`src/rtl/add_pkg.sv`:
```
// rtl/add_pkg.sv - shared types and limits for the bit-serial adder
package add_pkg;

    localparam int MAX_WIDTH = 32;

    typedef enum logic {
        IDLE = 1'b0,
        RUN  = 1'b1
    } state_t;

endpackage

```
`src/rtl/serial_adder_if.sv`:
```
// rtl/serial_adder_if.sv - operand/result handshake bundle for serial_adder
interface serial_adder_if #(
    parameter int WIDTH = 8
);
    logic             START;
    logic             SUB;
    logic [WIDTH-1:0] A;
    logic [WIDTH-1:0] B;
    logic             BUSY;
    logic             DONE;
    logic [WIDTH-1:0] S;
    logic             Cout;
    logic             OVF;

    modport master (
        output START, SUB, A, B,
        input  BUSY, DONE, S, Cout, OVF
    );

    modport slave (
        input  START, SUB, A, B,
        output BUSY, DONE, S, Cout, OVF
    );
endinterface

```
`src/rtl/fa_cell.sv`:
```
// rtl/fa_cell.sv - combinational 1-bit full adder
module fa_cell (
    input  logic a,
    input  logic b,
    input  logic cin,
    output logic s,
    output logic cout
);
    assign s    = a ^ b ^ cin;
    assign cout = (a & b) | (a & cin) | (b & cin);
endmodule

```
`src/rtl/serial_adder.sv`:
```
// rtl/serial_adder.sv - WIDTH-bit serial add/subtract, one bit per clock, LSB first
module serial_adder
    import add_pkg::*;
#(
    parameter int WIDTH = 8,
    localparam int CNT_W = $clog2(WIDTH + 1)
) (
    input  logic          clk,
    input  logic          rst_n,
    serial_adder_if.slave bus
);
    if (WIDTH < 1 || WIDTH > MAX_WIDTH) begin : g_width_check
        $error("serial_adder: WIDTH out of range");
    end

    state_t             state;
    logic [WIDTH-1:0]   a_sr;
    logic [WIDTH-1:0]   b_sr;
    logic [WIDTH-1:0]   sum_sr;
    logic               carry;
    logic [CNT_W-1:0]   cnt;
    logic [WIDTH-1:0]   s_q;
    logic               cout_q;
    logic               ovf_q;
    logic               busy_q;
    logic               done_q;

    logic               fa_s;
    logic               fa_c;
    logic [WIDTH-1:0]   sum_next;

    fa_cell u_fa (
        .a    (a_sr[0]),
        .b    (b_sr[0]),
        .cin  (carry),
        .s    (fa_s),
        .cout (fa_c)
    );

    // Written as shift-then-insert so WIDTH=1 needs no special slice.
    always_comb begin
        sum_next          = sum_sr >> 1;
        sum_next[WIDTH-1] = fa_s;
    end

    always_ff @(posedge clk or negedge rst_n) begin
        if (!rst_n) begin
            state  <= IDLE;
            a_sr   <= '0;
            b_sr   <= '0;
            sum_sr <= '0;
            carry  <= 1'b0;
            cnt    <= '0;
            s_q    <= '0;
            cout_q <= 1'b0;
            ovf_q  <= 1'b0;
            busy_q <= 1'b0;
            done_q <= 1'b0;
        end else begin
            done_q <= 1'b0;
            case (state)
                IDLE: begin
                    if (bus.START) begin
                        a_sr   <= bus.A;
                        b_sr   <= bus.SUB ? ~bus.B : bus.B;
                        carry  <= bus.SUB;
                        sum_sr <= '0;
                        cnt    <= '0;
                        busy_q <= 1'b1;
                        state  <= RUN;
                    end
                end
                RUN: begin
                    sum_sr <= sum_next;
                    a_sr   <= a_sr >> 1;
                    b_sr   <= b_sr >> 1;
                    carry  <= fa_c;
                    cnt    <= cnt + CNT_W'(1);
                    if (cnt == CNT_W'(WIDTH - 1)) begin
                        // carry still holds the carry into the MSB cell here
                        s_q    <= sum_next;
                        cout_q <= fa_c;
                        ovf_q  <= carry ^ fa_c;
                        done_q <= 1'b1;
                        busy_q <= 1'b0;
                        state  <= IDLE;
                    end
                end
                default: state <= IDLE;
            endcase
        end
    end

    assign bus.BUSY = busy_q;
    assign bus.DONE = done_q;
    assign bus.S    = s_q;
    assign bus.Cout = cout_q;
    assign bus.OVF  = ovf_q;
endmodule

```
`src/flat_wrapper.sv`:
```
// flat-port wrapper written by rule: the top's interface ports become plain ports
module serial_adder_flat import add_pkg::*;
#(
    parameter int WIDTH = 8,
    localparam int CNT_W = $clog2(WIDTH + 1)
)
  (clk, rst_n, bus_START, bus_SUB, bus_A, bus_B, bus_BUSY, bus_DONE, bus_S, bus_Cout, bus_OVF);
  serial_adder_if #(.WIDTH(WIDTH)) bus_i ();
  input  logic clk;
  input  logic rst_n;
  input wire logic [$bits(bus_i.START)-1:0] bus_START;
  input wire logic [$bits(bus_i.SUB)-1:0] bus_SUB;
  input wire logic [$bits(bus_i.A)-1:0] bus_A;
  input wire logic [$bits(bus_i.B)-1:0] bus_B;
  output wire logic [$bits(bus_i.BUSY)-1:0] bus_BUSY;
  output wire logic [$bits(bus_i.DONE)-1:0] bus_DONE;
  output wire logic [$bits(bus_i.S)-1:0] bus_S;
  output wire logic [$bits(bus_i.Cout)-1:0] bus_Cout;
  output wire logic [$bits(bus_i.OVF)-1:0] bus_OVF;
  assign bus_i.START = bus_START;
  assign bus_i.SUB = bus_SUB;
  assign bus_i.A = bus_A;
  assign bus_i.B = bus_B;
  assign bus_BUSY = bus_i.BUSY;
  assign bus_DONE = bus_i.DONE;
  assign bus_S = bus_i.S;
  assign bus_Cout = bus_i.Cout;
  assign bus_OVF = bus_i.OVF;
  serial_adder #(.WIDTH(WIDTH)) u_core (.clk(clk), .rst_n(rst_n), .bus(bus_i));
endmodule
```
`config.mk`:
```
export PLATFORM = sky130hd
export DESIGN_NAME = serial_adder_flat
export DESIGN_NICKNAME = d
export VERILOG_FILES = /design/src/rtl/add_pkg.sv /design/src/rtl/serial_adder_if.sv /design/src/rtl/fa_cell.sv /design/src/rtl/serial_adder.sv /design/src/flat_wrapper.sv
export SDC_FILE = /design/constraint.sdc
export NUM_CORES = 1
export LEC_CHECK = 0
export ABC_AREA = 0
export CORE_ASPECT_RATIO = 0.75
export CORE_MARGIN = 3
export CORE_UTILIZATION = 45
export DETAILED_ROUTE_END_ITERATION = 16
export HOLD_SLACK_MARGIN = 0.08
export PLACE_DENSITY = 0.79
export SYNTH_ARGS = -nofsm -noshare
export SYNTH_HDL_FRONTEND = slang
export SYNTH_HIERARCHICAL = 1
export SYNTH_SLANG_ARGS = --single-unit
```
`constraint.sdc`:
```
create_clock -name clk -period 1.5 [get_ports clk]
set_input_delay 0.45 -clock clk [delete_from_list [all_inputs] [get_ports clk]]
set_output_delay 0.45 -clock clk [all_outputs]
set_load 0.05 [all_outputs]
```
Word level (Yosys, flattened, before mapping)
Index checks and enable logic that the tools add are counted.
{"block": "totals", "regBits": 42, "wordCells": 46, "output_inout_bits": 12}
{"block": "classes", "reduce_logical": 2, "eq_ne": 3, "bitwise_logic": 10, "n_addsub": 1, "n_mux": 19}
{"operator": "8-bit one-hot mux with 2 select lines", "n": 3}
{"operator": "8-bit two-way mux", "n": 4}
{"operator": "8-bit inverter", "n": 1}
{"operator": "4-bit one-hot mux with 2 select lines", "n": 1}
{"operator": "1-bit two-way mux", "n": 7}
{"operator": "1-bit one-hot mux with 2 select lines", "n": 3}
{"operator": "4-bit by 1-bit adder with 4-bit output (second input constant)", "n": 1}
{"operator": "4-bit by 3-bit equality test with 1-bit output (second input constant)", "n": 1}
{"operator": "4-bit two-way mux", "n": 1}
{"operator": "2-bit inequality test (second input constant)", "n": 2}
{"operator": "2-bit AND reduction", "n": 2}
{"operator": "1-bit bitwise AND", "n": 3}
{"operator": "1-bit bitwise XOR", "n": 3}
{"operator": "1-bit OR", "n": 2}
{"operator": "1-bit inverter", "n": 1}

Logic depth before layout (Yosys ltp)
{"block": "logic_depth", "ltp_word": 4, "ltp_mapped": 5, "mapped_depth_nobuf": 4}

Cells and area by module
The synthesis kept the hierarchy.
{"module": "serial_adder", "cells_each": 159, "area_each_um2": 1825.5, "instances": 1}
{"module": "fa_cell", "cells_each": 1, "area_each_um2": 20.0, "instances": 1}

Worst setup path after synthesis
No wires, ideal clock.
{"block": "synth_timing", "path_type": "reg-to-reg", "startpoint": "register u_core.cnt[0]", "endpoint": "register u_core.cout_q (netlist: u_core/bus.Cout)", "synth_period_minus_slack_ns": 1.317, "path_stages_with_launch": 5, "path_slack_ns": 0.183, "required_ns": 1.375, "t_arrival_ns": 1.192, "setup_ns": 0.125, "cell_sequence": "dfrtp_1 > ha_1 > nand4b_4 > buf_6 > mux2_4"}
{"block": "synth_via", "elab_chain_len": 2}
{"element": "from (decl)", "line_no": "serial_adder.sv:21", "rtl": "logic [CNT_W-1:0] cnt;"}
{"element": "from (signal assigned)", "line_no": "serial_adder.sv:78", "rtl": "cnt <= cnt + CNT_W'(1);"}
{"element": "4-bit by 3-bit equality test with 1-bit output", "line_no": "serial_adder.sv:79", "rtl": "if (cnt == CNT_W'(WIDTH - 1)) begin"}
{"element": "2-bit AND reduction (no source line)"}
{"element": "to (signal assigned)", "line_no": "serial_adder.sv:55", "rtl": "cout_q <= 1'b0;"}
{"element": "to (signal assigned)", "line_no": "serial_adder.sv:82", "rtl": "cout_q <= fa_c;"}
{"element": "to (decl)", "line_no": "serial_adder.sv:23", "rtl": "logic cout_q;"}
Every way passes these cells.
A chain may end at the register's enable or synchronous reset.

Final worst setup path
{"block": "layout_timing", "startpoint": "register u_core.cnt[0]", "endpoint": "register u_core.s_q[5] (netlist: u_core/bus.S[5])"}
{"block": "layout_via", "elab_chain_len": 2}
{"element": "4-bit by 3-bit equality test with 1-bit output", "line_no": "serial_adder.sv:79"}
{"element": "2-bit AND reduction (no source line)"}
{"element": "to (signal assigned)", "line_no": "serial_adder.sv:81", "rtl": "s_q <= sum_next;"}
{"element": "to (decl)", "line_no": "serial_adder.sv:22", "rtl": "logic [WIDTH-1:0] s_q;"}
Every way passes these cells.

==> flow_summary.ini <==
[sta]
worstMarginPinSlew_ns = 0.340
setup_viol = 0
final_max_slew_viol_count = 0
fin_hold_ws_ns = 0.107
fmax_mhz = 707
rsz0062_at_grt = false
worst_slack_ns = 0.0862
period_share_pct = 94.3
fin_skew_ns = 0.00808
period_needed_ns = 1.41
final_hold_viol_count = 0
maxSlewHeadroom_pct = 77.3

[flow_run]
drv_cap = 0

[power]
share_seq_of_total_power_pct = 39.9
vdd_drop_max_v = 0.000932
p_leak_nw = 1.15
p_sw_share_pct = 37.8
combPwrFrac_pct = 45.0
p_per_area_nw_per_um2 = 1940
p_int_mw = 2.97
clkPwrFrac_pct = 15.1
p_sw_mw = 1.80

[synthesis]
yosysWarnings = 6
synthCells = 160
syn_nets = 182
yosysTopAreaCell = dfrtp_1
syn_avg_cell_area_um2 = 11.5
synth_area_um2 = 1850
yosys_register_bits = 41
seq_area_frac_synth_pct = 55.6
yosys.cell_types.count = 22
synth_area_leaders = dfrtp_1 (56%), mux2i_1 (8.7%), o21ai_0 (6.5%), nand2_1 (6.1%), mux2_4 (5.7%)
synth.top_cell.area_share_pct = 55.6

[place]
routabilityCongestion = 0.732
port_buffers = 31
dp_hpwl_um = 2510
place_worst_setup_slack_ns = -0.112

[floorplan]
initial_core_util_pct = 48.5
io-pin-count = 32
rows = 19
core_area_um2 = 3800
die_h_um = 61.5
die_x_um = 79.9
dieArea_um2 = 4910

[global_route]
grt_antenna_before_repair = 0
grt_pass1_wl_um = 5840
grt_usage_pct = 15.9
overflow = 0
grt_start_max_net_pins = 42
grt_pass1_vias = 1230

[worst_setup_path]
worstSetupPathType = register to register
crit_fanout = 12
cp-end-kind = register
crit_required_ns = 1.67
cp-start-kind = register
arrival_ns = 1.59

[clocking]
root_buffer = clkbuf_8
htreeDepth = 2
clk-insertion-delay-late_ns = 0.29
clockBufferDepth = 2
cts_buffers = 5
clock_sinks = 41
clk_pin_slew_ns = 0.08
cts_hold_buf = 0
cts_tree = yes

[final_layout]
drive_gt1_share_pct = 18.6
fin_nets = 216
antenna-diode-count = 0
area_growth_pct = 33.0
multi_input_area_um2 = 738
fillers = 277
register_area_um2 = 1030

[drt]
vias = 1232
wirelength_um = 3530
vias_per_cell = 5.01
first_pass_iters = 4
route.antenna.remaining_nets = 0
route.detailed.wl_per_inst_um = 14.4
drc = 0
first_iter_violations = 38

[worst_hold_path]
hold_class = input pin to async pin

[status]
outcome = completed
## critical path, cell delays in order (launching register included)
cell and delay, ns:
dfrtp_1 0.42, ha_1 0.27, nand4b_4 0.12, buf_12 0.15, mux2_2 0.34
## stage by stage
stage / TNS (ns) / power [mW] / area, um^2 / utilization (%) / instances
4_1_cts: 0 / 4.80 / 2430 / 64.0 / 245
3_3_place_gp: -1.40 / 3.93 / 2350 / 61.7 / 238
3_5_place_dp: -1.85 / 4.05 / 2350 / 61.7 / 238
2_1_floorplan: 0 / 3.13 / 1850 / - / 160
5_1_grt: 0 / 5.07 / 2450 / 64.5 / 246
6_report: 0 / 4.77 / 2450 / 64.5 / 246
## Yosys cell counts, drive strengths merged
| library cell | number |
|---|---|
| nor2 | 5 |
| dfrtp | 41 |
| xnor2 | 3 |
| xor2 | 8 |
| a21oi | 1 |
| o22ai | 1 |
| fa | 1 |
| nand3 | 2 |
| o21ai | 24 |
| a22o | 2 |
| clkbuf | 4 |
| nand2 | 30 |
| buf | 7 |
| mux2 | 9 |
| nand4b | 1 |
| mux2i | 16 |
| a211oi | 1 |
| ha | 1 |
| inv | 3 |
## cell usage in the layout (no fill, tap or decap)
cell type / netlist / final
ha_1: 1 / 1
buf_4: 3 / 3
buf_2: 2 / 1
xnor2_1: 3 / 3
clkdlybuf4s50_1: 0 / 18
nand4b_4: 1 / 1
inv_1: 3 / 3
a22o_1: 2 / 2
o22ai_1: 1 / 1
fa_1: 1 / 1
mux2_2: 2 / 2
buf_12: 0 / 16
a211oi_1: 1 / 1
mux2_4: 7 / 7
o21ai_0: 24 / 24
nand2_1: 30 / 30
mux2i_1: 16 / 16
xor2_1: 8 / 8
dfrtp_1: 41 / 41
clkbuf_8: 0 / 6
clkbuf_1: 4 / 1
a21oi_1: 1 / 1
nor2_1: 5 / 5
nand3_1: 2 / 2
## logic make-up (layout without fill, tap and decap cells)
kind of cell	count (synthesis)	count (layout)	synth area share (%)
DFF	41	41	55.6
and+or+nand+nor	38	38	8.95
muxes	25	25	15.6
xor gates and xnor gates	11	11	5.22
buffers and inverters	14	48	4.41
adders and majority gates	2	2	1.76
AOI/OAI and AO/OA	29	29	8.48
## path summary, 6_finish.rpt
| path | startpoint | cells after the start | end | slack (ns) |
|---|---|---|---|---|
| min in group clk | u_core/b_sr[4] | 2 | u_core/b_sr[3] | 0.49 |
| max in group asynchronous | rst_n | 2 | u_core/bus.S[4] | 1.18 |
| setup reg to reg | u_core/cnt[0] | 4 | u_core/bus.S[5] | 0.09 |
| hold reg to reg | u_core/b_sr[4] | 2 | u_core/b_sr[3] | 0.49 |
| setup / recovery | u_core/cnt[0] | 4 | u_core/bus.S[5] | 0.09 |
| hold / removal | rst_n | 2 | u_core/a_sr[1] | 0.11 |
## layout make-up
class	count	share of cell area, %
sequential	41	41.8
multi-input combinational	105	30.1
timing repair buffer	38	21.5
clock buffer	7	3.52
tap	52	2.65
inverter	3	0.459
## registers in the layout, indices dropped and copies added (netlist names), 4 cells and up
| name | count |
|---|---|
| u_core/cnt | 4 |
| u_core/b_sr | 8 |
| u_core/bus.S | 8 |
| u_core/a_sr | 8 |
| u_core/sum_sr | 7 |
## per-layer routing
metal,vias to the layer above,global-route usage (%),wire length [um]
met5,-,0,0
met4,0,6.02,41
met1,602,19.7,1540
met3,4,4.82,133
li1,605,-,-
met2,21,26.9,1820
## power groups by stage
stage / Sequential [mW] / Clock, mW / Combinational (mW)
finish: 1.91 / 0.719 / 2.15
global route: 1.97 / 0.795 / 2.31
CTS: 1.91 / 0.756 / 2.13
detailed placement: 1.93 / 0 / 2.12
global placement: 1.90 / 0 / 2.03
floorplan: 2.21 / 0 / 0.923
## repair_timing
action	CTS	global route
setup endpoints to repair	0	7
resized for setup	0	0
setup buffers	0	1
Note: power is estimated with default switching activity, not from simulation.
